==> src/rtl/rmii_rx_frame_ctrl.sv <==
// rmii_rx_frame_ctrl: frame sequencer, ring-buffer writer with rollback and descriptor FIFO; define RX_STATS_EN for per-frame counters
module rmii_rx_frame_ctrl #(
    parameter int          BUF_AW     = 12,
    parameter int          DESC_DEPTH = 4,
    parameter logic [47:0] MAC_ADDR   = 48'h00183E03E2DC,
    parameter int          MIN_LEN    = 64,
    parameter int          MAX_LEN    = 1518,
    parameter int          CHECK_WIN  = 3
) (
    input  logic              eth_clk,
    input  logic              rst,
    input  logic              rx_dv,
    input  logic              byte_dv,
    input  logic [7:0]        byte_data,
    input  logic              fcs_ok,
    output logic              buf_we,
    output logic [BUF_AW-1:0] buf_waddr,
    output logic [7:0]        buf_wdata,
    input  logic [BUF_AW:0]   buf_rd_ptr,
    output logic              desc_valid,
    input  logic              desc_ready,
    output logic [BUF_AW-1:0] desc_addr,
    output logic [10:0]       desc_len,
    output logic              rx_busy
`ifdef RX_STATS_EN
    ,
    output logic [15:0]       stat_ok,
    output logic [15:0]       stat_crc,
    output logic [15:0]       stat_runt_long,
    output logic [15:0]       stat_drop
`endif
);
    localparam int DW = $clog2(DESC_DEPTH);
    localparam int WW = $clog2(CHECK_WIN + 1);
    localparam logic [WW-1:0] W_END = WW'(CHECK_WIN);
    localparam logic [DW:0] D_FULL = (DW + 1)'(DESC_DEPTH);
    localparam logic [10:0] MIN_L = 11'(MIN_LEN);
    localparam logic [10:0] MAX_L = 11'(MAX_LEN);
    typedef enum logic [2:0] {IDLE, RECV, CHECK, COMMIT, DROP} state_t;
    state_t state;
    logic rx_dv_q, ovf, filt, long_f, crc_ok, mac_m, bc_m;
    logic [BUF_AW:0] wr_ptr, frm_start, commit_ptr;
    logic [10:0] cnt, cnt_nx;
    logic [WW-1:0] win;
    logic [47:0] mac_sh;
    logic in_hdr, mac_m_nx, bc_m_nx, filt_nx, long_nx, ovf_nx, full, wr_ok, accept;
    logic [BUF_AW+10:0] fifo_mem [DESC_DEPTH];
    logic [DW:0] f_wp, f_rp;
    logic fifo_full;
    // per-byte flag evaluation; a byte that raises a flag is itself not written
    always_comb begin
        cnt_nx   = (cnt == 11'h7FF) ? cnt : cnt + 11'd1;
        mac_sh   = MAC_ADDR << {cnt[2:0], 3'b000};
        in_hdr   = cnt < 11'd6;
        mac_m_nx = mac_m & (byte_data == mac_sh[47:40]);
        bc_m_nx  = bc_m & (byte_data == 8'hFF);
        filt_nx  = filt | (in_hdr & ~mac_m_nx & ~bc_m_nx);
        long_nx  = long_f | (cnt_nx > MAX_L);
        full     = (wr_ptr - buf_rd_ptr) == {1'b1, {BUF_AW{1'b0}}};
        ovf_nx   = ovf | (~filt_nx & ~long_nx & full);
        wr_ok    = ~(filt_nx | long_nx | ovf_nx);
        accept   = crc_ok & ~ovf & ~filt & ~long_f & (cnt >= MIN_L) & ~fifo_full;
    end
    assign rx_busy    = state != IDLE;
    assign fifo_full  = (f_wp - f_rp) == D_FULL;
    assign desc_valid = f_wp != f_rp;
    assign {desc_addr, desc_len} = fifo_mem[f_rp[DW-1:0]];
    // frame sequencer: receive, check window, commit or roll back
    always_ff @(posedge eth_clk) begin
        if (rst) begin
            state <= IDLE;
            rx_dv_q <= 1'b0;
            {ovf, filt, long_f, crc_ok, mac_m, bc_m} <= '0;
            {wr_ptr, frm_start, commit_ptr} <= '0;
            cnt <= '0;
            win <= '0;
            {buf_we, buf_waddr, buf_wdata} <= '0;
        end else begin
            rx_dv_q <= rx_dv;
            buf_we <= 1'b0;
            case (state)
                IDLE: if (rx_dv & ~rx_dv_q) begin
                    state <= RECV;
                    cnt <= '0;
                    {ovf, filt, long_f, crc_ok} <= '0;
                    {mac_m, bc_m} <= 2'b11;
                    frm_start <= commit_ptr;
                end
                RECV: begin
                    if (byte_dv) begin
                        cnt <= cnt_nx;
                        {filt, long_f, ovf} <= {filt_nx, long_nx, ovf_nx};
                        if (in_hdr) {mac_m, bc_m} <= {mac_m_nx, bc_m_nx};
                        if (wr_ok) begin
                            {buf_we, buf_waddr, buf_wdata} <= {1'b1, wr_ptr[BUF_AW-1:0], byte_data};
                            wr_ptr <= wr_ptr + 1'b1;
                        end
                    end
                    if (!rx_dv) begin
                        state <= CHECK;
                        win <= '0;
                    end
                end
                CHECK: begin
                    if (fcs_ok && win != W_END) crc_ok <= 1'b1;
                    win <= win + WW'(1);
                    if (win == W_END) state <= accept ? COMMIT : DROP;
                end
                COMMIT: begin
                    commit_ptr <= wr_ptr;
                    state <= IDLE;
                end
                DROP: begin
                    wr_ptr <= frm_start;
                    state <= IDLE;
                end
                default: state <= IDLE;
            endcase
        end
    end
    // descriptor FIFO; push and pop in one cycle both take effect
    always_ff @(posedge eth_clk) begin
        if (rst) begin
            f_wp <= '0;
            f_rp <= '0;
            for (int i = 0; i < DESC_DEPTH; i++) fifo_mem[i] <= '0;
        end else begin
            if (state == COMMIT) begin
                fifo_mem[f_wp[DW-1:0]] <= {frm_start[BUF_AW-1:0], cnt - 11'd4};
                f_wp <= f_wp + (DW + 1)'(1);
            end
            if (desc_valid & desc_ready) f_rp <= f_rp + (DW + 1)'(1);
        end
    end
`ifdef RX_STATS_EN
    // one saturating increment per unfiltered frame at the end of the check window
    always_ff @(posedge eth_clk) begin
        if (rst) begin
            {stat_ok, stat_crc, stat_runt_long, stat_drop} <= '0;
        end else if (state == CHECK && win == W_END && !filt) begin
            if (!crc_ok) stat_crc <= stat_crc + {15'd0, stat_crc != 16'hFFFF};
            else if (long_f || cnt < MIN_L) stat_runt_long <= stat_runt_long + {15'd0, stat_runt_long != 16'hFFFF};
            else if (ovf || fifo_full) stat_drop <= stat_drop + {15'd0, stat_drop != 16'hFFFF};
            else stat_ok <= stat_ok + {15'd0, stat_ok != 16'hFFFF};
        end
    end
`endif
endmodule

==> config.mk <==
export PLATFORM = sky130hd
export DESIGN_NAME = rmii_rx_frame_ctrl
export DESIGN_NICKNAME = d
export VERILOG_FILES = /design/src/rtl/rmii_rx_frame_ctrl.sv
export SDC_FILE = /design/constraint.sdc
export NUM_CORES = 1
export LEC_CHECK = 0
export ABC_AREA = 1
export BUFFER_PORTS_ARGS = -buffer_cell sky130_fd_sc_hd__buf_2
export CAP_MARGIN = 10
export CORE_MARGIN = 2
export CORE_UTILIZATION = 60
export CTS_CLUSTER_SIZE = 24
export DETAILED_ROUTE_END_ITERATION = 8
export GPL_TIMING_DRIVEN = 0
export MAX_ROUTING_LAYER = met4
export PLACE_DENSITY = 0.9
export REMOVE_ABC_BUFFERS = 1
export SYNTH_ARGS = -nofsm -noshare
export SYNTH_HDL_FRONTEND = slang
export SYNTH_SLANG_ARGS = --single-unit
export TNS_END_PERCENT = 100
==> constraint.sdc <==
create_clock -name eth_clk -period 4 [get_ports eth_clk]
set_input_delay 0.2 -clock eth_clk [delete_from_list [all_inputs] [get_ports eth_clk]]
set_output_delay 0.2 -clock eth_clk [all_outputs]
set_load 0.02 [all_outputs]
---- Word-level counts from Yosys, hierarchy flattened ----
Memories as Yosys holds them, arrays and structs flattened. A register that Yosys moved wholly into a read port is not among the register bits.
Cells that the tools add are included.
storage, ports and cells
  output and inout port bits .............. 46
  bits in latches ......................... 0
  memories ................................ 1
  memory bits (read-only) ................. 0
  memory bits (writable) .................. 92
  register bits after elaboration ......... 89
cells by class
  order comparisons ....................... 3
  divide/modulo/power cells ............... 0
  muxes and demuxes ....................... 41
  equal/unequal tests ..................... 19
  reduce and logical (&&, ||, !) cells .... 17
  $add $sub $neg .......................... 8
  bitwise logic cells ..................... 30
  multiply operators ...................... 0
  shift operators ......................... 1
memories
  memory    depth  bits a word  read ports  clocked after memory_dff  write ports  line  text
  fifo_mem  4      23           1           1                         4            47    logic [BUF_AW+10:0] fifo_mem [DESC_DEPTH];
operator list
  kind                                                          count
  left shift 37 x 6 -> 48 bit (first input constant)            1
  two-way mux 11 bit                                            3
  two-way mux 13 bit                                            2
  one-hot mux 13 bit (2 select lines)                           1
  two-way mux 23 bit                                            1
  OR reduction 23 bit                                           1
  one-hot mux 11 bit (2 select lines)                           1
  two-way mux 1 bit                                             17
  != test 2 bit (second input constant)                         8
  AND reduction 3 bit                                           5
  adder 13 x 1 -> 13 bit (second input constant)                1
  AND 1 bit                                                     13
  equality test 13 bit (second input constant)                  1
  subtractor 13 bit                                             1
  two-way mux 3 bit                                             4
  NOT 1 bit                                                     12
  one-hot mux 1 bit (2 select lines)                            6
  adder 11 x 1 -> 11 bit (second input constant)                1
  equality test 11 bit (second input constant)                  1
  >= comparator 11 x 7 -> 1 bit (second input constant)         1
  > comparator 11 bit (second input constant)                   1
  less-than comparator 11 x 3 -> 1 bit (second input constant)  1
  subtractor 11 x 3 -> 11 bit (second input constant)           1
  one-hot mux 3 bit (3 select lines)                            1
  other kinds (20)                                              34

---- Logic depth before layout (Yosys ltp) ----
Gate-level depths: netlist (run 1).
  depth after elaboration ................. 15
  mapped depth ............................ 20
  depth with buffers taken out ............ 20

---- Least setup slack after synthesis (run 1) ----
Ideal clock, no wire load.
  kind .................................... flip-flop to flip-flop
  start ................................... register state[0]
  end ..................................... memory fifo_mem[3][0] (netlist bit) (enable)
  buffers on the path ..................... 1
  stages on the path, launching flop included .. 6
  library setup time ...................... 0.432 ns
  slack ................................... 0.872 ns
  arrival time ............................ 2.696 ns
  path through ............................ dfxtp_1 -> inv_1 -> nor3_1 -> nor2_1 -> clkbuf_1 -> nor3_1
RTL lines
  what                    line  text
  start, declared         40    state_t state;
  start signal, assigned  107   if (win == W_END) state <= accept ? COMMIT : DROP;
  end, declared           47

==> results by group, run 1 <==
Run status
  • Status: complete, no violations

Timing
  • Final TNS setup: 0 ns
  • Period minus WS final: 3.627 ns
  • Fmax: 275.7 MHz
  • Final Max Tran Viols: 0
  • Unrepaired setup endpoints after global routing: false
  • Final Hold Viols: 0
  • Final period utilization: roughly nine tenths
  • Clock Skew: just under 0.006 ns
  • Slew HR: 26.22%
  • Least-Margin Pin Slew: approximately 1.1 ns
  • Slack of the critical path: ~0.37 ns
  • Final setup vio count: 0

Pwr
  • Leakage: around 0.0044 µW
  • Pwr Total: 5278 µW
  • Peak supply drop: 0.3674 mV
  • Power per cell area: 519.1 mW/mm²

Flow run
  • Max-cap violations: 0

CTS
  • Setup Buffers After CTS: 0
  • Total CTS buffers: 17
  • Reg clk slew, reported paths: about 0.07 ns
  • H-tree Lvls: 4
  • CTS root buf: clkbuf_16
  • CTS resizes: 5
  • CTS tree: built
  • Clock Latency Late Sink: 0.43 ns
  • Clk sinks: 183
  • Clock Tree Buf Depth: 2
  • Hold_buf cts: 0

Yosys
  • Top cells by count, synth: nor2_1, nand2_1, o21ai_0, inv_1, edfxtp_1
  • Most common flop cell mapped by yosys: edfxtp_1
  • Most frequent cell after synthesis: nor2_1
  • Synth Area per Inst: ~8.1 µm²
  • Yosys warns: 0
  • Syn Inst Count: 1121
  • Post-synth top area share: a little under a third
  • Fraction of registers with async set/reset: 0%
  • Flops & latches, synth: 183
  • Post-synth EDFFs: between 90 and 100
  • Synth area leader: edfxtp_1
  • Synthesized area: 0.009029 mm²
  • Number of library cell types mapped by synthesis: between 40 and 50
  • Seq/Total Area, Yosys: 50.78%
  • Synth top area cells: edfxtp_1, dfxtp_1, nor2_1, nand2_1, o21ai_0

Die
  • Die Span Y: 126.7 µm
  • # rows: 44
  • Die boundary width: 126.7 µm
  • Total core area: 0.01464 mm²
  • Starting Density: between 60 and 70%
  • Die footprint: between 0.015 and 0.02 mm²
  • I/O pins: 73

Routing
  • Vias: 7800
  • DRC: 0
  • Routed wire length: 20740 µm
  • Antenna-violating nets left: 0
  • Drt pass-1 iters: 6
  • Wire per inst: 15.15 µm
  • Via density: around 5.7
  • Drt initial violations: 885

Place
  • Placed cell areas: 0.009479 mm²
  • Place WS: -0.3708 ns
  • Port buffer count: between 70 and 80
  • DP HPWL: 13300 µm
  • GPL Wtd Cong: 0.9392

Setup path
  • Crit end category: flop
  • Crit path max-delay family: simple AND/OR/NAND/NOR gates
  • Buf/Inv on CP: 3
  • CP max-delay cell: nand2_1
  • Worst Path Arrival: 3.71 ns
  • Crit path kind: reg2reg
  • Worst path max stage delay: 0.70 ns
  • Critical path cell sequence: inv_1 > nor3_1 > inv_1 > nor2_1 > inv_1 > nor2_1 > nand2_1 > nand2_4
  • Worst EP required: 4.08 ns
  • CP startpoint kind: flop
  • Most used cell, CP: inv_1
  • Highest net fanout along the worst path: 24

Global route
  • GRT Total Usage: ~27%
  • Global-route wire length before repair: 34000 µm
  • Gr ovfl total: 0
  • Pin count of the biggest net entering global routing: 47
  • Vias in the first global route: 7222
  • Initial antenna violation count: 0

Finish
  • Post-route cell area: roughly 0.01 mm²
  • Fill count: 1074
  • Share of layout cells above drive strength 1: around 11%
  • Number of diodes: 0
  • Layout area overhead: 12.61%
  • Final nets: 1224

Min path
  • Worst Hold Class: in2reg
[power by group]
part           switching [µW]  internal, µW  total (µW)
Combinational             888           392        1280
Sequential                105          2110        2210
Clock                     701          1080        1780
[metal layers]
layer | part of all wire (%) | vias to the layer above | wire length (µm) | global-route usage (%)
met1 | 43 | 3641 | 8895 | 34.45
li1 | - | 3823 | - | -
met4 | 2.1 | 0 | 444 | 11.12
met2 | 48 | 296 | 10050 | 43.62
met5 | 0 | - | 0 | -
met3 | 6.5 | 40 | 1347 | 4.977
[per-stage QoR]
stage / cells / utilization (%) / hold slack [ns]
floorplan: 1075 / - / 0.2691
global placement: 1331 / 64.19 / 0.4324
detailed placement: 1335 / 64.73 / 0.4415
CTS: 1367 / 69.16 / 0.02304
global route: 1369 / 69.43 / 0.05021
finish: 1369 / 69.43 / 0.03136
[worst register-to-register path, stage by stage, from the launching register on]
cell and delay (ns):
dfxtp_1 0.36, inv_1 0.08, nor3_1 0.37, inv_1 0.08, nor2_1 0.31, inv_1 0.41
nor2_1 0.32, nand2_1 0.70, nand2_4 0.63
[layout make-up]
type                       instances  area [µm²]  share of cell area, %
clock buffer                      20       457.9                  4.504
multi-input combinational        780        3832                  37.69
tap                              184       230.2                  2.264
timing repair buffer              78       469.2                  4.615
clock inverter                    12       172.7                  1.698
sequential                       183        4584                  45.09
inverter                         112       420.4                  4.135
[final timing paths]
check | startpoint | to | slack [ns] | depth (start not counted)
setup / recovery | state[1]$_SDFFE_PP0P_ | fifo_mem[0][16]$_SDFFCE_PN0P_ | 0.37 | 8
hold / removal | rx_dv | rx_dv_q$_SDFF_PP0_ | 0.03 | 3
setup reg to reg | state[1]$_SDFFE_PP0P_ | fifo_mem[0][16]$_SDFFCE_PN0P_ | 0.37 | 8
hold reg to reg | commit_ptr[12]$_SDFFE_PP0N_ | frm_start[12]$_SDFFE_PP0P_ | 0.45 | 2
[flip-flops by register name (all words and copies together) (netlist names), 8 cells and up, named ones only]
signal / count
cnt: 11
buf_waddr: 12
fifo_mem: 92
commit_ptr: 13
buf_wdata: 8
wr_ptr: 13
frm_start: 13
[cell families (layout without fill, tap and decap cells)]
| logic type | count (synthesis) | in the layout | share of synthesized area [%] |
|---|---|---|---|
| compound gates | 220 | 220 | 12.97 |
| xor+xnor | 16 | 16 | 1.552 |
| fa+ha+maj | 25 | 25 | 3.465 |
| buf+inv | 158 | 222 | 7.081 |
| flops | 183 | 183 | 50.78 |
| mux | 1 | 1 | 0.1109 |
| simple gates | 518 | 518 | 24.04 |
[placed cells by master, fill, tap and decap left out, drive strengths merged, types with 8 or more instances in the layout]
cell type  Yosys  final
a21oi         58     58
edfxtp        92     92
nand4          9      9
buf           12     78
dfxtp         91     91
ha            25     25
xor2           8      8
o21ai        122    122
inv          107    108
xnor2          8      8
nand2        172    172
clkbuf        34     20
o22ai         25     25
nand3         52     52
clkinv         5     12
nor3          19     19
nor2         254    254
(Power assumes the default switching activity.)
==> inputs of run 2 (changes only) <==
--- a/config.mk
+++ b/config.mk
@@ -10,6 +10,7 @@
 export CAP_MARGIN = 10
 export CORE_MARGIN = 2
 export CORE_UTILIZATION = 60
+export CTS_CLUSTER_DIAMETER = 80
 export CTS_CLUSTER_SIZE = 24
 export DETAILED_ROUTE_END_ITERATION = 8
 export GPL_TIMING_DRIVEN = 0
==> constraint.sdc (replaced) <==
create_clock -name eth_clk -period 4 [get_ports eth_clk]
set_input_delay 0.8 -clock eth_clk [delete_from_list [all_inputs] [get_ports eth_clk]]
set_output_delay 0.8 -clock eth_clk [all_outputs]
set_load 0.02 [all_outputs]
==> results by group, run 2 (same netlist as run 1, synthesis figures left out) <==
Pwr
  • Pwr Total: 5271 µW (-0.14%)
  • Reg power frac: 42.0% (about the same)
  • Peak supply drop: 0.3696 mV (+0.60%)
  • Pint: 3573 µW (-0.30%)
  • Combinational fraction of design power: 24.1% (-0.2 points)
  • Switch share: 32.21% (+0.11 points)
  • P_sw: 1698 µW (+0.20%)
  • Power per cell area: 519.4 mW/mm² (about the same)
  • Clock share of power: 33.9% (about the same)
  • Leakage: 0.004341 µW (-0.23%)

Place
  • Place WS: -0.8484 ns (-0.4776 ns)
  • GPL Wtd Cong: 0.9392 (unchanged)
  • DP HPWL: 13300 µm (unchanged)
  • Port buffer count: 72 (unchanged)

CTS
  • Setup Buffers After CTS: 0 (unchanged)
  • Hold_buf cts: 0 (unchanged)
  • Reg clk slew, reported paths: 0.07 ns (about the same)
  • Total CTS buffers: 17 (unchanged)
  • H-tree Lvls: 4 (unchanged)
  • CTS tree: built
  • Clk sinks: 183 (unchanged)
  • Clock Tree Buf Depth: 2 (unchanged)
  • Clock Latency Late Sink: 0.43 ns (about the same)
  • CTS root buf: clkbuf_16

Setup path
  • Reg2Reg Setup Slack: 0.37 ns (about the same)
  • CP startpoint kind: flop
  • Crit end category: primary output
  • Worst EP required: 3.20 ns (-0.88 ns)
  • Worst Reg-to-Reg Cells: 8 (unchanged)
  • Worst R2R Start: state[1]$_SDFFE_PP0P_
  • Highest net fanout along the worst path: 46 (+92%)
  • Worst Path Arrival: 2.85 ns (-0.86 ns)
  • Crit path kind: reg2out
  • RR Endpoint: fifo_mem[0][16]$_SDFFCE_PN0P_

Routing
  • Routed wire length: 20810 µm (+0.34%)
  • Drt initial violations: 753 (-15%)
  • Antenna-violating nets left: 0 (unchanged)
  • Drt pass-1 iters: 6 (unchanged)
  • Vias: 7811 (+0.14%)
  • DRC: 0 (unchanged)
  • Wire per inst: 15.21 µm (+0.42%)
  • Via density: 5.710 (+0.21%)

Die
  • Die Span Y: 126.7 µm (unchanged)
  • I/O pins: 73 (unchanged)
  • Total core area: 0.01464 mm² (unchanged)
  • Die boundary width: 126.7 µm (unchanged)
  • Starting Density: 61.65% (unchanged)
  • # rows: 44 (unchanged)
  • Die footprint: 0.01605 mm² (unchanged)

Finish
  • Most common cell after layout, fill and taps aside: nor2_1
  • Seq. cell area: 0.004584 mm² (unchanged)
  • Layout area overhead: 12.40%
  • Multi-input gate area: 0.003832 mm² (unchanged)
  • Final nets: 1223 (-0.082%)
  • Number of diodes: 0 (unchanged)
  • Max FFs per register: 92 (unchanged)
  • Commonest non-fill, non-tap cells in the layout: nor2_1, nand2_1, o21ai_0, inv_1, edfxtp_1
  • Fill count: 1074 (unchanged)
  • Biggest register: fifo_mem
  • Share of layout cells above drive strength 1: 11.15% (about the same)

Run status
  • Status: complete, no violations

Min path
  • Worst hold path startpoint: commit_ptr[12]$_SDFFE_PP0N_
  • Hold Path Stages: 2 (-1)
  • Worst Hold Class: reg2reg
  • Worst Hold End: frm_start[12]$_SDFFE_PP0P_

Global route
  • Pin count of the biggest net entering global routing: 47 (unchanged)
  • Gr ovfl total: 0 (unchanged)
  • Met3 Use GR: 4.977% (unchanged)
  • Vias in the first global route: 7222 (unchanged)
  • Global-route layer with the greatest usage: met2
  • GR Layer Usage met1: 34.45% (unchanged)
  • Global-route wire length before repair: 34000 µm (unchanged)
  • Initial antenna violation count: 0 (unchanged)
  • GRT Total Usage: 27.21% (unchanged)
  • GR Layer Usage met2: 43.62% (unchanged)

Timing
  • Least-Margin Pin Slew: 1.097 ns (-0.006748 ns)
  • Final setup vio count: 0 (unchanged)
  • Period minus WS final: 3.651 ns (+0.02495 ns)
  • Slack of the critical path: 0.3486 ns (-0.02495 ns)
  • Unrepaired setup endpoints after global routing: false
  • Final Max Tran Viols: 0 (unchanged)
  • Fmax: 273.9 MHz (-0.68%)
  • Final Hold Viols: 0 (unchanged)
  • Clock Skew: 0.006274 ns (+0.0003538 ns)
  • Final period utilization: 91.29% (+0.62 points)
  • Slew HR: 26.67% (+0.45 points)

Flow run
  • Max-cap violations: 0 (unchanged)
-- run 2: routing by layer --
layer | vias to the layer above | part of all wire [%]
met4 | 0 | 2.0
met5 | - | 0
met3 | 50 | 5.4
met1 | 3663 | 44
met2 | 278 | 48
li1 | 3820 | -
-- run 2: what timing repair did --
action                                  in CTS  in global routing
endpoints found under the setup margin      81                 23
hold endpoints to repair                     0                  0
gates resized for setup                      6                  1
-- run 2: critical path, cell delays in order (launching register included) --
cell,delay [ns]
dfxtp_1,0.76
buf_16,0.25
clkinv_2,0.48
o21ai_0,0.50
o22ai_1,0.21
buf_2,0.21
-- run 2: per-stage QoR --
stage          hold WS (ns)  area, µm²  instances  setup TNS (ns)  utilization (%)
2_1_floorplan        0.4208       8810       1075               0                -
3_3_place_gp         0.4324       9400       1331          -99.81            64.19
3_5_place_dp         0.4415       9479       1335          -56.02            64.73
4_1_cts              0.4534      10130       1367               0            69.16
5_1_grt              0.4657      10150       1368               0            69.30
6_report             0.4497      10150       1368               0            69.30
-- run 2: final cells by class --
class                   count  area share [%]
clock inverters            12           1.701
clock buffers              20           4.512
flip-flops and latches    183           45.17
multi-input cells         780           37.76
repair buffers             77           4.426
well taps                 184           2.269
inverters                 112           4.155
-- run 2: worst max path at each step --
stage,start,endpoint,slack [ns],cells past startpoint
after floorplan,rst,fifo_mem[3][0]$_DFFE_PP_,0.40,4
after global placement,rst,fifo_mem[3][13]$_DFFE_PP_,-1.73,5
after detailed placement,rst,fifo_mem[0][13]$_SDFFCE_PN0P_,-0.85,6
after CTS,state[1]$_SDFFE_PP0P_,fifo_mem[1][11]$_SDFFCE_PN0P_,0.05,8
after global routing,state[1]$_SDFFE_PP0P_,fifo_mem[0][18]$_SDFFCE_PN0P_,0.01,8
final,flop,desc_len[3],0.35,5
-- run 2: power by group through the flow --
stage | Sequential, µW | Clock [µW] | Combinational, µW
floorplan | 2230 | 0 | 833
CTS | 2210 | 1790 | 1260
global route | 2230 | 1870 | 1400
finish | 2210 | 1790 | 1270
detailed placement | 2250 | 0 | 1230
global placement | 2270 | 0 | 1150
==> inputs of run 3 (changes only) <==
--- a/config.mk
+++ b/config.mk
@@ -11,11 +11,10 @@
 export CORE_MARGIN = 2
 export CORE_UTILIZATION = 60
 export CTS_CLUSTER_DIAMETER = 80
-export CTS_CLUSTER_SIZE = 24
 export DETAILED_ROUTE_END_ITERATION = 8
 export GPL_TIMING_DRIVEN = 0
 export MAX_ROUTING_LAYER = met4
-export PLACE_DENSITY = 0.9
+export PLACE_DENSITY_LB_ADDON = 0.08
 export REMOVE_ABC_BUFFERS = 1
 export SYNTH_ARGS = -nofsm -noshare
 export SYNTH_HDL_FRONTEND = slang
==> results by group, run 3 (same netlist as run 1, synthesis figures left out) <==
Flow run
  • Max-cap violations: 0 (unchanged)

Pwr
  • Leakage: 0.004287 µW (-1.2%)
  • Reg power frac: 43.7% (+1.7 points)
  • P_sw: 1672 µW (-1.5%)
  • Combinational fraction of design power: 23.4% (-0.7 points)
  • Clock share of power: 33.0% (-0.9 points)
  • Peak supply drop: 0.3192 mV (-14%)
  • Power per cell area: 508.9 mW/mm² (-2.0%)
  • Switch share: 32.64% (+0.43 points)
  • Pint: 3451 µW (-3.4%)

Timing
  • Clock Skew: 0.009637 ns (+0.003363 ns)
  • Unrepaired setup endpoints after global routing: true
  • Final period utilization: 91.43% (+0.15 points)
  • Fmax: 273.4 MHz (-0.16%)
  • Period minus WS final: 3.657 ns (+0.005889 ns)
  • Slew HR: 24.01% (-2.7 points)
  • Final TNS setup: 0 ns (unchanged)
  • Final setup vio count: 0 (unchanged)
  • Least-Margin Pin Slew: 1.139 ns (+0.04126 ns)
  • Slack of the critical path: 0.3427 ns (-0.005889 ns)
  • Final Hold Viols: 0 (unchanged)
  • Final Max Tran Viols: 0 (unchanged)

Setup path
  • CP startpoint kind: flop
  • Worst R2R Start: state[0]$_SDFFE_PP0P_
  • Worst EP required: 4.08 ns (+0.88 ns)
  • Crit path kind: reg2reg
  • CP startpoint: state[0]$_SDFFE_PP0P_
  • Crit end category: flop
  • Highest net fanout along the worst path: 34 (-26%)
  • Worst Path Arrival: 3.74 ns (+0.89 ns)

CTS
  • Clock Tree Buf Depth: 2 (unchanged)
  • H-tree Lvls: 4 (unchanged)
  • CTS root buf: clkbuf_16
  • Setup Buffers After CTS: 0 (unchanged)
  • CTS tree: built
  • Reg clk slew, reported paths: 0.06 ns (about the same)
  • Total CTS buffers: 17 (unchanged)
  • Clk sinks: 183 (unchanged)
  • Clock Latency Late Sink: 0.43 ns (about the same)
  • CTS resizes: 9 (+3)
  • Hold_buf cts: 0 (unchanged)

Die
  • I/O pins: 73 (unchanged)
  • # rows: 44 (unchanged)
  • Die Span Y: 126.7 µm (unchanged)
  • Die footprint: 0.01605 mm² (unchanged)
  • Die boundary width: 126.7 µm (unchanged)
  • Total core area: 0.01464 mm² (unchanged)
  • Starting Density: 61.65% (unchanged)

Min path
  • Worst hold path startpoint: commit_ptr[10]$_SDFFE_PP0N_
  • Worst Hold Class: reg2reg

Global route
  • Gr ovfl total: 0 (unchanged)
  • Initial antenna violation count: 0 (unchanged)
  • Global-route wire length before repair: 33550 µm (-1.3%)
  • GRT Total Usage: 26.98% (-0.23 points)
  • Pin count of the biggest net entering global routing: 48 (+2.1%)
  • Vias in the first global route: 7015 (-2.9%)

Routing
  • Drt pass-1 iters: 5 (-1)
  • Vias: 7482 (-4.2%)
  • Antenna-violating nets left: 0 (unchanged)
  • Drt initial violations: 545 (-28%)
  • DRC: 0 (unchanged)
  • Wire per inst: 14.80 µm (-2.7%)
  • Via density: 5.477 (-4.1%)
  • Routed wire length: 20220 µm (-2.8%)

Place
  • GPL Wtd Cong: 0.9074 (-3.4%)
  • Place WS: -1.008 ns (-0.1598 ns)
  • Placed cell areas: 0.009449 mm² (-0.32%)
  • Port buffer count: 72 (unchanged)
  • Placed Instances: 1334 (-0.075%)
  • DP HPWL: 13150 µm (-1.2%)

Finish
  • Layout area overhead: 11.49%
  • Seq. cell area: 0.004586 mm² (about the same)
  • Biggest register: fifo_mem
  • Share of layout cells above drive strength 1: 11.25% (+0.10 points)
  • Post-route cell area: 0.01007 mm² (-0.81%)
  • Commonest non-fill, non-tap cells in the layout: nor2_1, nand2_1, o21ai_0, inv_1, edfxtp_1
  • Number of diodes: 0 (unchanged)
  • Max FFs per register: 92 (unchanged)
  • Fill count: 1245 (+16%)
  • Most common cell after layout, fill and taps aside: nor2_1
  • Final nets: 1221 (-0.16%)
  • Finished Layout Cells: 1366 (-0.15%)
  • Multi-input gate area: 0.003840 mm² (+0.20%)

Run status
  • Status: complete, no violations
## run 3: cell count changes in the layout (fill, tap and decap cells not counted), sizes merged
cell	previous run	this run
clkinvlp	0	4
clkinv	12	9
buf	77	75
bufinv	4	3
clkbuf	20	19
inv	108	109
## run 3: power groups by stage
stage / logic (µW) / clock network (µW) / registers, µW
floorplan: 833 / 0 / 2230
global placement: 1160 / 0 / 2280
detailed placement: 1190 / 0 / 2280
CTS: 1200 / 1700 / 2240
global route: 1330 / 1780 / 2260
finish: 1200 / 1690 / 2240
## run 3: routing by layer
metal  GRT usage, %  up-vias  routed length [µm]
met3          4.344       25                 958
met1          35.18     3425                9314
met4          8.080        0                 278
met2          43.97      224                9667
li1               -     3808                   -
met5              -        -                   0
## run 3: critical path, stage by stage, from the launching register on
cell and delay (ns):
dfxtp_1 0.34, inv_1 0.07, nor3_1 0.42, inv_1 0.08, nor2_1 0.36, inv_1 0.61
nor2_1 0.47, nand2_2 0.45, nand2_4 0.50
## run 3: through the flow
step / hold WS (ns) / total power (µW) / utilization, %
after CTS: 0.4518 / 5134 / 68.72
after global placement: 0.4317 / 3436 / 64.19
after detailed placement: 0.4366 / 3472 / 64.52
final: 0.4506 / 5123 / 68.74
after floorplan: 0.4208 / 3063 / -
after global routing: 0.4776 / 5366 / 68.74
## run 3: cell type report
cell class | count | share of cell area [%]
flip-flops and latches | 183 | 45.56
multi-input cells | 780 | 38.15
clock buffers | 19 | 4.301
inverters | 112 | 4.189
repair buffers | 75 | 4.002
well taps | 184 | 2.287
clock inverters | 13 | 1.516
## run 3: final timing paths
check | endpoint | slack [ns] | cells after the start
max reg2reg | fifo_mem[0][10]$_SDFFCE_PN0P_ | 0.34 | 8
min | commit_ptr[10]$_SDFFE_PP0N_ | 0.45 | 2
min reg2reg | commit_ptr[10]$_SDFFE_PP0N_ | 0.45 | 2
max | fifo_mem[0][10]$_SDFFCE_PN0P_ | 0.34 | 8
